File: src/rtl/maindec_mc_if.sv
// Control bundle between the multicycle main decoder and the MIPS datapath.
// master: decoder side (takes op/mem_ready, drives step controls and status).
// slave : datapath side (drives op/mem_ready, consumes controls and status).
// Optional feature macro: MAINDEC_MC_BNE_EN adds the branch_ne control.
interface maindec_mc_if #(
  parameter int CNT_W = 32
);
  logic [5:0]       op;
  logic             mem_ready;
  logic             pcwrite;
  logic             branch;
  logic             iord;
  logic             memwrite;
  logic             irwrite;
  logic             regdst;
  logic             memtoreg;
  logic             regwrite;
  logic             alusrca;
  logic [1:0]       alusrcb;
  logic [1:0]       pcsrc;
  logic [1:0]       aluop;
  logic [3:0]       state;
  logic             illegal_op;
  logic             mem_timeout;
  logic [CNT_W-1:0] instr_count;
`ifdef MAINDEC_MC_BNE_EN
  logic             branch_ne;
`endif

  modport master (
    input  op, mem_ready,
`ifdef MAINDEC_MC_BNE_EN
    output branch_ne,
`endif
    output pcwrite, branch, iord, memwrite, irwrite, regdst, memtoreg,
           regwrite, alusrca, alusrcb, pcsrc, aluop, state, illegal_op,
           mem_timeout, instr_count
  );

  modport slave (
    output op, mem_ready,
`ifdef MAINDEC_MC_BNE_EN
    input  branch_ne,
`endif
    input  pcwrite, branch, iord, memwrite, irwrite, regdst, memtoreg,
           regwrite, alusrca, alusrcb, pcsrc, aluop, state, illegal_op,
           mem_timeout, instr_count
  );
endinterface

File: src/rtl/maindec_mc.sv
// Multicycle MIPS main decoder FSM (RTYPE/LW/SW/BEQ/ADDI/J) with memory-ready
// wait + timeout, illegal-op pulse and retired-instruction counter.
// Ports: clk, reset (sync, active-high), bus (maindec_mc_if.master: op and
// mem_ready in; step controls, state, illegal_op, mem_timeout, instr_count out).
// Latency: controls are a function of the current state (FETCH strobes also
// follow mem_ready); status flags/counter are registered.
// Backpressure: FETCH/MEMRD/MEMWR hold until mem_ready or MAX_WAIT idle cycles.
// Macro MAINDEC_MC_BNE_EN: decode BNE (000101) through the branch state and
// add the branch_ne output; otherwise 000101 is an illegal opcode.
module maindec_mc #(
  parameter int CNT_W    = 32,
  parameter int MAX_WAIT = 15
) (
  input  logic          clk,
  input  logic          reset,
  maindec_mc_if.master  bus
);

  localparam int WAIT_W = $clog2(MAX_WAIT + 1);

  localparam logic [5:0] OP_RTYPE = 6'b000000;
  localparam logic [5:0] OP_LW    = 6'b100011;
  localparam logic [5:0] OP_SW    = 6'b101011;
  localparam logic [5:0] OP_BEQ   = 6'b000100;
  localparam logic [5:0] OP_ADDI  = 6'b001000;
  localparam logic [5:0] OP_J     = 6'b000010;
`ifdef MAINDEC_MC_BNE_EN
  localparam logic [5:0] OP_BNE   = 6'b000101;
`endif

  typedef enum logic [3:0] {
    S_FETCH  = 4'd0,
    S_DECODE = 4'd1,
    S_MEMADR = 4'd2,
    S_MEMRD  = 4'd3,
    S_MEMWB  = 4'd4,
    S_MEMWR  = 4'd5,
    S_EXEC   = 4'd6,
    S_ALUWB  = 4'd7,
    S_BEQ    = 4'd8,
    S_ADDIEX = 4'd9,
    S_ADDIWB = 4'd10,
    S_JUMP   = 4'd11
  } state_t;

  state_t            r_state;
  state_t            w_next;
  logic [WAIT_W-1:0] r_wait_cnt;
  logic              r_mem_timeout;
  logic              r_illegal_op;
  logic [CNT_W-1:0]  r_instr_count;

  logic              w_mem_ready;
  logic              w_wait_state;
  logic              w_timeout;
  logic              w_retire;
  logic              w_illegal;
  logic              w_pcwrite, w_branch, w_iord, w_memwrite, w_irwrite;
  logic              w_regdst, w_memtoreg, w_regwrite, w_alusrca;
  logic [1:0]        w_alusrcb, w_pcsrc, w_aluop;
`ifdef MAINDEC_MC_BNE_EN
  // BEQ and BNE share the branch state; remember which one was decoded so
  // op is only looked at during DECODE.
  logic              r_is_bne;
  logic              w_is_bne;
  logic              w_branch_ne;
`endif

  assign w_mem_ready  = bus.mem_ready;
  assign w_wait_state = (r_state == S_FETCH) || (r_state == S_MEMRD) ||
                        (r_state == S_MEMWR);
  // mem_ready wins over an expiring wait budget.
  assign w_timeout    = w_wait_state && !w_mem_ready &&
                        (r_wait_cnt == WAIT_W'(MAX_WAIT));

  always_comb begin
    w_next     = r_state;
    w_retire   = 1'b0;
    w_illegal  = 1'b0;
    w_pcwrite  = 1'b0;
    w_branch   = 1'b0;
    w_iord     = 1'b0;
    w_memwrite = 1'b0;
    w_irwrite  = 1'b0;
    w_regdst   = 1'b0;
    w_memtoreg = 1'b0;
    w_regwrite = 1'b0;
    w_alusrca  = 1'b0;
    w_alusrcb  = 2'b00;
    w_pcsrc    = 2'b00;
    w_aluop    = 2'b00;
`ifdef MAINDEC_MC_BNE_EN
    w_is_bne    = 1'b0;
    w_branch_ne = 1'b0;
`endif
    case (r_state)
      S_FETCH: begin
        w_alusrcb = 2'b01;
        // PC/IR only load in the cycle memory delivers the instruction.
        w_pcwrite = w_mem_ready;
        w_irwrite = w_mem_ready;
        if (w_mem_ready) w_next = S_DECODE;
      end
      S_DECODE: begin
        w_alusrcb = 2'b11;
        case (bus.op)
          OP_LW, OP_SW: w_next = S_MEMADR;
          OP_RTYPE:     w_next = S_EXEC;
          OP_BEQ:       w_next = S_BEQ;
          OP_ADDI:      w_next = S_ADDIEX;
          OP_J:         w_next = S_JUMP;
`ifdef MAINDEC_MC_BNE_EN
          OP_BNE: begin
            w_next   = S_BEQ;
            w_is_bne = 1'b1;
          end
`endif
          default: begin
            w_next    = S_FETCH;
            w_illegal = 1'b1;
          end
        endcase
      end
      S_MEMADR: begin
        w_alusrca = 1'b1;
        w_alusrcb = 2'b10;
        w_next    = (bus.op == OP_SW) ? S_MEMWR : S_MEMRD;
      end
      S_MEMRD: begin
        w_iord = 1'b1;
        if (w_mem_ready)    w_next = S_MEMWB;
        else if (w_timeout) w_next = S_FETCH;
      end
      S_MEMWB: begin
        w_regwrite = 1'b1;
        w_memtoreg = 1'b1;
        w_next     = S_FETCH;
        w_retire   = 1'b1;
      end
      S_MEMWR: begin
        // Write strobe held for the whole wait; memory commits on mem_ready.
        w_iord     = 1'b1;
        w_memwrite = 1'b1;
        if (w_mem_ready) begin
          w_next   = S_FETCH;
          w_retire = 1'b1;
        end else if (w_timeout) begin
          w_next   = S_FETCH;
        end
      end
      S_EXEC: begin
        w_alusrca = 1'b1;
        w_aluop   = 2'b10;
        w_next    = S_ALUWB;
      end
      S_ALUWB: begin
        w_regdst   = 1'b1;
        w_regwrite = 1'b1;
        w_next     = S_FETCH;
        w_retire   = 1'b1;
      end
      S_BEQ: begin
        w_alusrca = 1'b1;
        w_aluop   = 2'b01;
        w_pcsrc   = 2'b01;
`ifdef MAINDEC_MC_BNE_EN
        w_branch    = !r_is_bne;
        w_branch_ne = r_is_bne;
`else
        w_branch  = 1'b1;
`endif
        w_next    = S_FETCH;
        w_retire  = 1'b1;
      end
      S_ADDIEX: begin
        w_alusrca = 1'b1;
        w_alusrcb = 2'b10;
        w_next    = S_ADDIWB;
      end
      S_ADDIWB: begin
        w_regwrite = 1'b1;
        w_next     = S_FETCH;
        w_retire   = 1'b1;
      end
      S_JUMP: begin
        w_pcsrc   = 2'b10;
        w_pcwrite = 1'b1;
        w_next    = S_FETCH;
        w_retire  = 1'b1;
      end
      default: w_next = S_FETCH;
    endcase
    // A reset or timeout cycle must not commit any architectural write.
    if (reset || w_timeout) begin
      w_pcwrite  = 1'b0;
      w_branch   = 1'b0;
      w_memwrite = 1'b0;
      w_irwrite  = 1'b0;
      w_regwrite = 1'b0;
`ifdef MAINDEC_MC_BNE_EN
      w_branch_ne = 1'b0;
`endif
    end
  end

  always_ff @(posedge clk) begin
    if (reset) begin
      r_state       <= S_FETCH;
      r_wait_cnt    <= '0;
      r_mem_timeout <= 1'b0;
      r_illegal_op  <= 1'b0;
      r_instr_count <= '0;
`ifdef MAINDEC_MC_BNE_EN
      r_is_bne      <= 1'b0;
`endif
    end else begin
      r_state <= w_next;
      if (w_next != r_state || w_timeout)
        r_wait_cnt <= '0;
      else if (w_wait_state && !w_mem_ready)
        r_wait_cnt <= r_wait_cnt + 1'b1;
      r_mem_timeout <= r_mem_timeout | w_timeout;
      r_illegal_op  <= w_illegal;
      if (w_retire) r_instr_count <= r_instr_count + 1'b1;
`ifdef MAINDEC_MC_BNE_EN
      if (r_state == S_DECODE) r_is_bne <= w_is_bne;
`endif
    end
  end

  assign bus.pcwrite     = w_pcwrite;
  assign bus.branch      = w_branch;
  assign bus.iord        = w_iord;
  assign bus.memwrite    = w_memwrite;
  assign bus.irwrite     = w_irwrite;
  assign bus.regdst      = w_regdst;
  assign bus.memtoreg    = w_memtoreg;
  assign bus.regwrite    = w_regwrite;
  assign bus.alusrca     = w_alusrca;
  assign bus.alusrcb     = w_alusrcb;
  assign bus.pcsrc       = w_pcsrc;
  assign bus.aluop       = w_aluop;
  assign bus.state       = r_state;
  assign bus.illegal_op  = r_illegal_op;
  assign bus.mem_timeout = r_mem_timeout;
  assign bus.instr_count = r_instr_count;
`ifdef MAINDEC_MC_BNE_EN
  assign bus.branch_ne   = w_branch_ne;
`endif

endmodule

File: src/flat_wrapper.sv
// flat-port wrapper written by rule: the top's interface ports become plain ports
module maindec_mc_flat 
#(
  parameter int CNT_W    = 32,
  parameter int MAX_WAIT = 15
)
  (clk, reset, bus_op, bus_mem_ready, bus_pcwrite, bus_branch, bus_iord, bus_memwrite, bus_irwrite, bus_regdst, bus_memtoreg, bus_regwrite, bus_alusrca, bus_alusrcb, bus_pcsrc, bus_aluop, bus_state, bus_illegal_op, bus_mem_timeout, bus_instr_count);
  maindec_mc_if #(.CNT_W(CNT_W)) bus_i ();
  input  logic clk;
  input  logic reset;
  input wire logic [$bits(bus_i.op)-1:0] bus_op;
  input wire logic [$bits(bus_i.mem_ready)-1:0] bus_mem_ready;
  output wire logic [$bits(bus_i.pcwrite)-1:0] bus_pcwrite;
  output wire logic [$bits(bus_i.branch)-1:0] bus_branch;
  output wire logic [$bits(bus_i.iord)-1:0] bus_iord;
  output wire logic [$bits(bus_i.memwrite)-1:0] bus_memwrite;
  output wire logic [$bits(bus_i.irwrite)-1:0] bus_irwrite;
  output wire logic [$bits(bus_i.regdst)-1:0] bus_regdst;
  output wire logic [$bits(bus_i.memtoreg)-1:0] bus_memtoreg;
  output wire logic [$bits(bus_i.regwrite)-1:0] bus_regwrite;
  output wire logic [$bits(bus_i.alusrca)-1:0] bus_alusrca;
  output wire logic [$bits(bus_i.alusrcb)-1:0] bus_alusrcb;
  output wire logic [$bits(bus_i.pcsrc)-1:0] bus_pcsrc;
  output wire logic [$bits(bus_i.aluop)-1:0] bus_aluop;
  output wire logic [$bits(bus_i.state)-1:0] bus_state;
  output wire logic [$bits(bus_i.illegal_op)-1:0] bus_illegal_op;
  output wire logic [$bits(bus_i.mem_timeout)-1:0] bus_mem_timeout;
  output wire logic [$bits(bus_i.instr_count)-1:0] bus_instr_count;
  assign bus_i.op = bus_op;
  assign bus_i.mem_ready = bus_mem_ready;
  assign bus_pcwrite = bus_i.pcwrite;
  assign bus_branch = bus_i.branch;
  assign bus_iord = bus_i.iord;
  assign bus_memwrite = bus_i.memwrite;
  assign bus_irwrite = bus_i.irwrite;
  assign bus_regdst = bus_i.regdst;
  assign bus_memtoreg = bus_i.memtoreg;
  assign bus_regwrite = bus_i.regwrite;
  assign bus_alusrca = bus_i.alusrca;
  assign bus_alusrcb = bus_i.alusrcb;
  assign bus_pcsrc = bus_i.pcsrc;
  assign bus_aluop = bus_i.aluop;
  assign bus_state = bus_i.state;
  assign bus_illegal_op = bus_i.illegal_op;
  assign bus_mem_timeout = bus_i.mem_timeout;
  assign bus_instr_count = bus_i.instr_count;
  maindec_mc #(.CNT_W(CNT_W), .MAX_WAIT(MAX_WAIT)) u_core (.clk(clk), .reset(reset), .bus(bus_i));
endmodule
File: config.mk
export PLATFORM = sky130hd
export DESIGN_NAME = maindec_mc_flat
export DESIGN_NICKNAME = d
export VERILOG_FILES = /design/src/rtl/maindec_mc_if.sv /design/src/rtl/maindec_mc.sv /design/src/flat_wrapper.sv
export SDC_FILE = /design/constraint.sdc
export NUM_CORES = 1
export LEC_CHECK = 0
export CAP_MARGIN = 10
export CORE_ASPECT_RATIO = 1.75
export CORE_MARGIN = 2
export CORE_UTILIZATION = 45
export CTS_CLUSTER_DIAMETER = 200
export DETAILED_ROUTE_END_ITERATION = 8
export GPL_TIMING_DRIVEN = 1
export PLACE_DENSITY = 0.76
export SYNTH_ARGS = -nofsm -noshare
export SYNTH_HDL_FRONTEND = slang
export SYNTH_SLANG_ARGS = --single-unit
File: constraint.sdc
create_clock -name clk -period 3.3 [get_ports clk]
set_input_delay 0.66 -clock clk [delete_from_list [all_inputs] [get_ports clk]]
set_output_delay 0.66 -clock clk [all_outputs]
set_load 0.02 [all_outputs]
==> impl_results.md, run 1 <==
* Status: complete, no violations
* Initial drt markers at 146
* Fin crit share at 0.934
* Antenna Cells at 0
* Core area at 5260 um2
* Highest cell delay on the worst timing path at 560 ps
* Total grt overflow at 0
* Final setup TNS at 0 ps
* Setup Fix Bufs, Post-CTS at 0
* Crit path from: bus_mem_ready
* Global-route wire length before repair at 11.1 mm
* Drt first pass iters at 4
* Worst Clk Skew at 8.36 ps
* CP Data Required Time at between 2000 and 3000 ps
* TritonCTS clock tree: built
* Final core occ at 0.616
* Die ar. at between 6000 and 7000 um2
* Synth unique cells at 48
* Initial antenna violation count at 0
* Worst-Margin Slew at between 800 and 900 ps
* WL/cell at about 16 um
* Crit end category: output port
* WL final at between 6 and 7 mm
* Crit path max fanout at 5
* Max VDD drop at 0.197 mV
* Critical path class: in2out
* RSZ-0062 raised after global routing: no
* Post-CTS Resized at 0
* Post-Syn Area at roughly 2500 um2
* Critical Path AT at 2420 ps
* Gate Count Post-Synth at 313
* Slew headroom at 0.444
* Bufs and invs on worst path at 2
* Detail Route Antenna Nets at 0
* HP Start: u_core.bus.instr_count[31]
* Filler Cell Count at 484
* Number of synthesized flops with an enable pin at 0
* RR Endpoint: u_core.bus.instr_count[30]
* Crit path to: bus_pcwrite
* Rows at 35
* Stages on the worst setup path at 5
* Cts bufs inserted at 5
* Worst-path clk slew at 90 ps
* Setup violators final at 0
* Hold Buf Count CTS at 0
* Ys async rst share at 0
* Die Ht at just over 100 um
* DR vias/cell at around 6.0
* Slew Viols, Final at 0
* CP max stage cell: clkdlybuf4s50_1
* Tmin final at 3080 ps
* Sequential area share after synthesis at 0.342
* Top Family by Delay on Critical Path: buffers and inverters
* DP HPWL at 4.94 mm
* R2R setup slack at 750 ps
* Max-cap violations at 0
* YS warnings at 0
* Initial Utilization at 0.468
* Clk_lat worst skew at around 300 ps
* Crit Reg-Reg Startpoint: u_core.bus.state[3]
* Clock Tree Buf Depth at 2
* Largest net degree at the start of global routing at 36
* Vias in the first global route at 2427
* Final Wtd Congestion at 0.880
* CP cell instances: clkdlybuf4s50_1 > nand2b_1 > o21ai_0 > nor3_1 > clkdlybuf4s50_1
* Most used cell, CP: clkdlybuf4s50_1
* Worst min path class: reg2reg
* Area growth from synthesis to layout at 31.8%
* # IOs at 62
* Final hold violations at 0
* Number of port buffers at 61
* Sink Count at 42
* CP startpoint kind: primary input
* CTS Root Cell: clkbuf_8
* Layout cell share with drive strength beyond 1 at 0.0569
* Residual DRC count at 0
* Average size of a mapped cell at 7.85 um2
* Synthesized flop and latch total at 42
* Syn_nets at 324
* Die width at 59.9 um
* Synth Flop Type: dfxtp_1
* CTS H-Tree Depth at 2
* PwrDens at ~340 nW/um2
* Max Fclk at 0.325 GHz
* Cell Count, Final, Fillers Out at 424
* Placed cells at 416
* P_leak at 0.00107 uW
* Reg2reg path depth at 7
* Fin nets at between 300 and 400
* Total GRT Usage at 0.233
* Via count at around 2500
[per-stage QoR]
stage / total power (uW) / setup WS, ps / hold WS [ps] / cell area [um2]
2_1_floorplan: 574 / 703 / 472 / 2460
3_3_place_gp: 611 / 252 / 461 / 3100
3_5_place_dp: 611 / 249 / 488 / 3100
4_1_cts: 1100 / 242 / 500 / 3240
5_1_grt: 1130 / 65.1 / 528 / 3240
6_report: 1090 / 219 / 494 / 3240
[area by class of cell]
class	instances	area, um2	share of cell area
well taps	55	68.8	0.0213
repair buffers	69	671	0.207
inverters	5	18.8	0.00580
clock inverters	3	68.8	0.0213
flip-flops and latches	42	841	0.260
clock buffers	5	68.8	0.0213
multi-input cells	245	1500	0.464
[layout by cell type (no fill, tap or decap), types with 6 or more instances in the layout]
master           count
a21oi_1             24
xor2_1              13
and3_1               6
or3_1               11
and4_1               6
nand3_1             16
xnor2_1              6
nor2_1              31
nor4_1               6
o21ai_0             17
clkdlybuf4s50_1     61
nor3_1               9
or4_1                9
nand2b_1             9
nand4_1             11
buf_4                8
o31ai_1              8
nand2_1             17
dfxtp_1             42
[kinds of logic after synthesis]
group                      synth area share
AOI/OAI and AO/OA                     0.184
muxes                                0.0168
DFF                                   0.342
xor gates and xnor gates             0.0677
and+or+nand+nor                       0.332
adders and majority gates            0.0102
buffers and inverters                0.0468
[flip-flops by register name (all words and copies together), names as in the netlist]
name and flops:
u_core.bus.instr_count 32, u_core.bus.mem_timeout 1, u_core.bus.state 4, u_core.bus.illegal_op 1, u_core.r_wait_cnt 4
[worst reg2reg max path, cell delays in order, from the launching register on]
cell,delay [ps]
dfxtp_1,310
buf_4,190
nand2b_1,340
a2bb2oi_1,240
or4_1,520
buf_4,220
or4_1,530
a21oi_1,150
[power by group]
group	internal (uW)	total, uW	switching (uW)
Sequential	509	511	2.39
Clock	303	493	190
Combinational	36.6	89.0	52.4
Total	849	1090	245
[how the worst min path moves through the flow]
stage	end	slack (ps)	cells after the start
finish	u_core.bus.instr_count[31]	490	2
global route	u_core.bus.instr_count[21]	530	2
CTS	u_core.bus.instr_count[23]	500	2
detailed placement	u_core.bus.instr_count[23]	490	2
global placement	u_core.bus.instr_count[31]	460	2
floorplan	u_core.r_wait_cnt[3]	470	2
[synthesized netlist by cell type (all sizes together), types with 2 or more instances]
master / number / area, um2
buf: 8 / 47.5
xor2: 13 / 114
dfxtp: 42 / 841
nor3: 9 / 45.0
nand4: 11 / 68.8
nor2b: 5 / 31.3
or2: 2 / 12.5
xnor2: 6 / 52.6
nor2: 31 / 116
nor4: 6 / 37.5
nand3: 16 / 80.1
clkbuf: 13 / 48.8
or3: 11 / 68.8
inv: 5 / 18.8
o21ai: 18 / 90.1
and4: 6 / 52.6
and2: 4 / 25.0
ha: 2 / 25.0
or4: 9 / 67.6
nand2: 17 / 63.8
o31ai: 8 / 60.1
a211oi: 3 / 22.5
o311ai: 3 / 26.3
mux2i: 3 / 30.0
o21a: 5 / 37.5
nand3b: 2 / 15.0
nand2b: 9 / 56.3
o211ai: 2 / 15.0
and3: 6 / 37.5
a21oi: 24 / 120
[per-layer routing]
layer,GRT usage,part of all wire,vias to the layer above
li1,-,-,1257
met4,0.135,0.045,0
met3,0.0332,0.038,24
met1,0.244,0.38,1183
met5,0,0,-
met2,0.421,0.54,80
Note: power is estimated with default switching activity, not from simulation.
==> run 2: changes to the inputs <==
--- a/config.mk
+++ b/config.mk
@@ -5,7 +5,7 @@
 export SDC_FILE = /design/constraint.sdc
 export NUM_CORES = 1
 export LEC_CHECK = 0
-export CAP_MARGIN = 10
+export CAP_MARGIN = 25
 export CORE_ASPECT_RATIO = 1.75
 export CORE_MARGIN = 2
 export CORE_UTILIZATION = 45
==> results of run 2 <==
Final layout, timing and power as in run 1 (identical DEF).
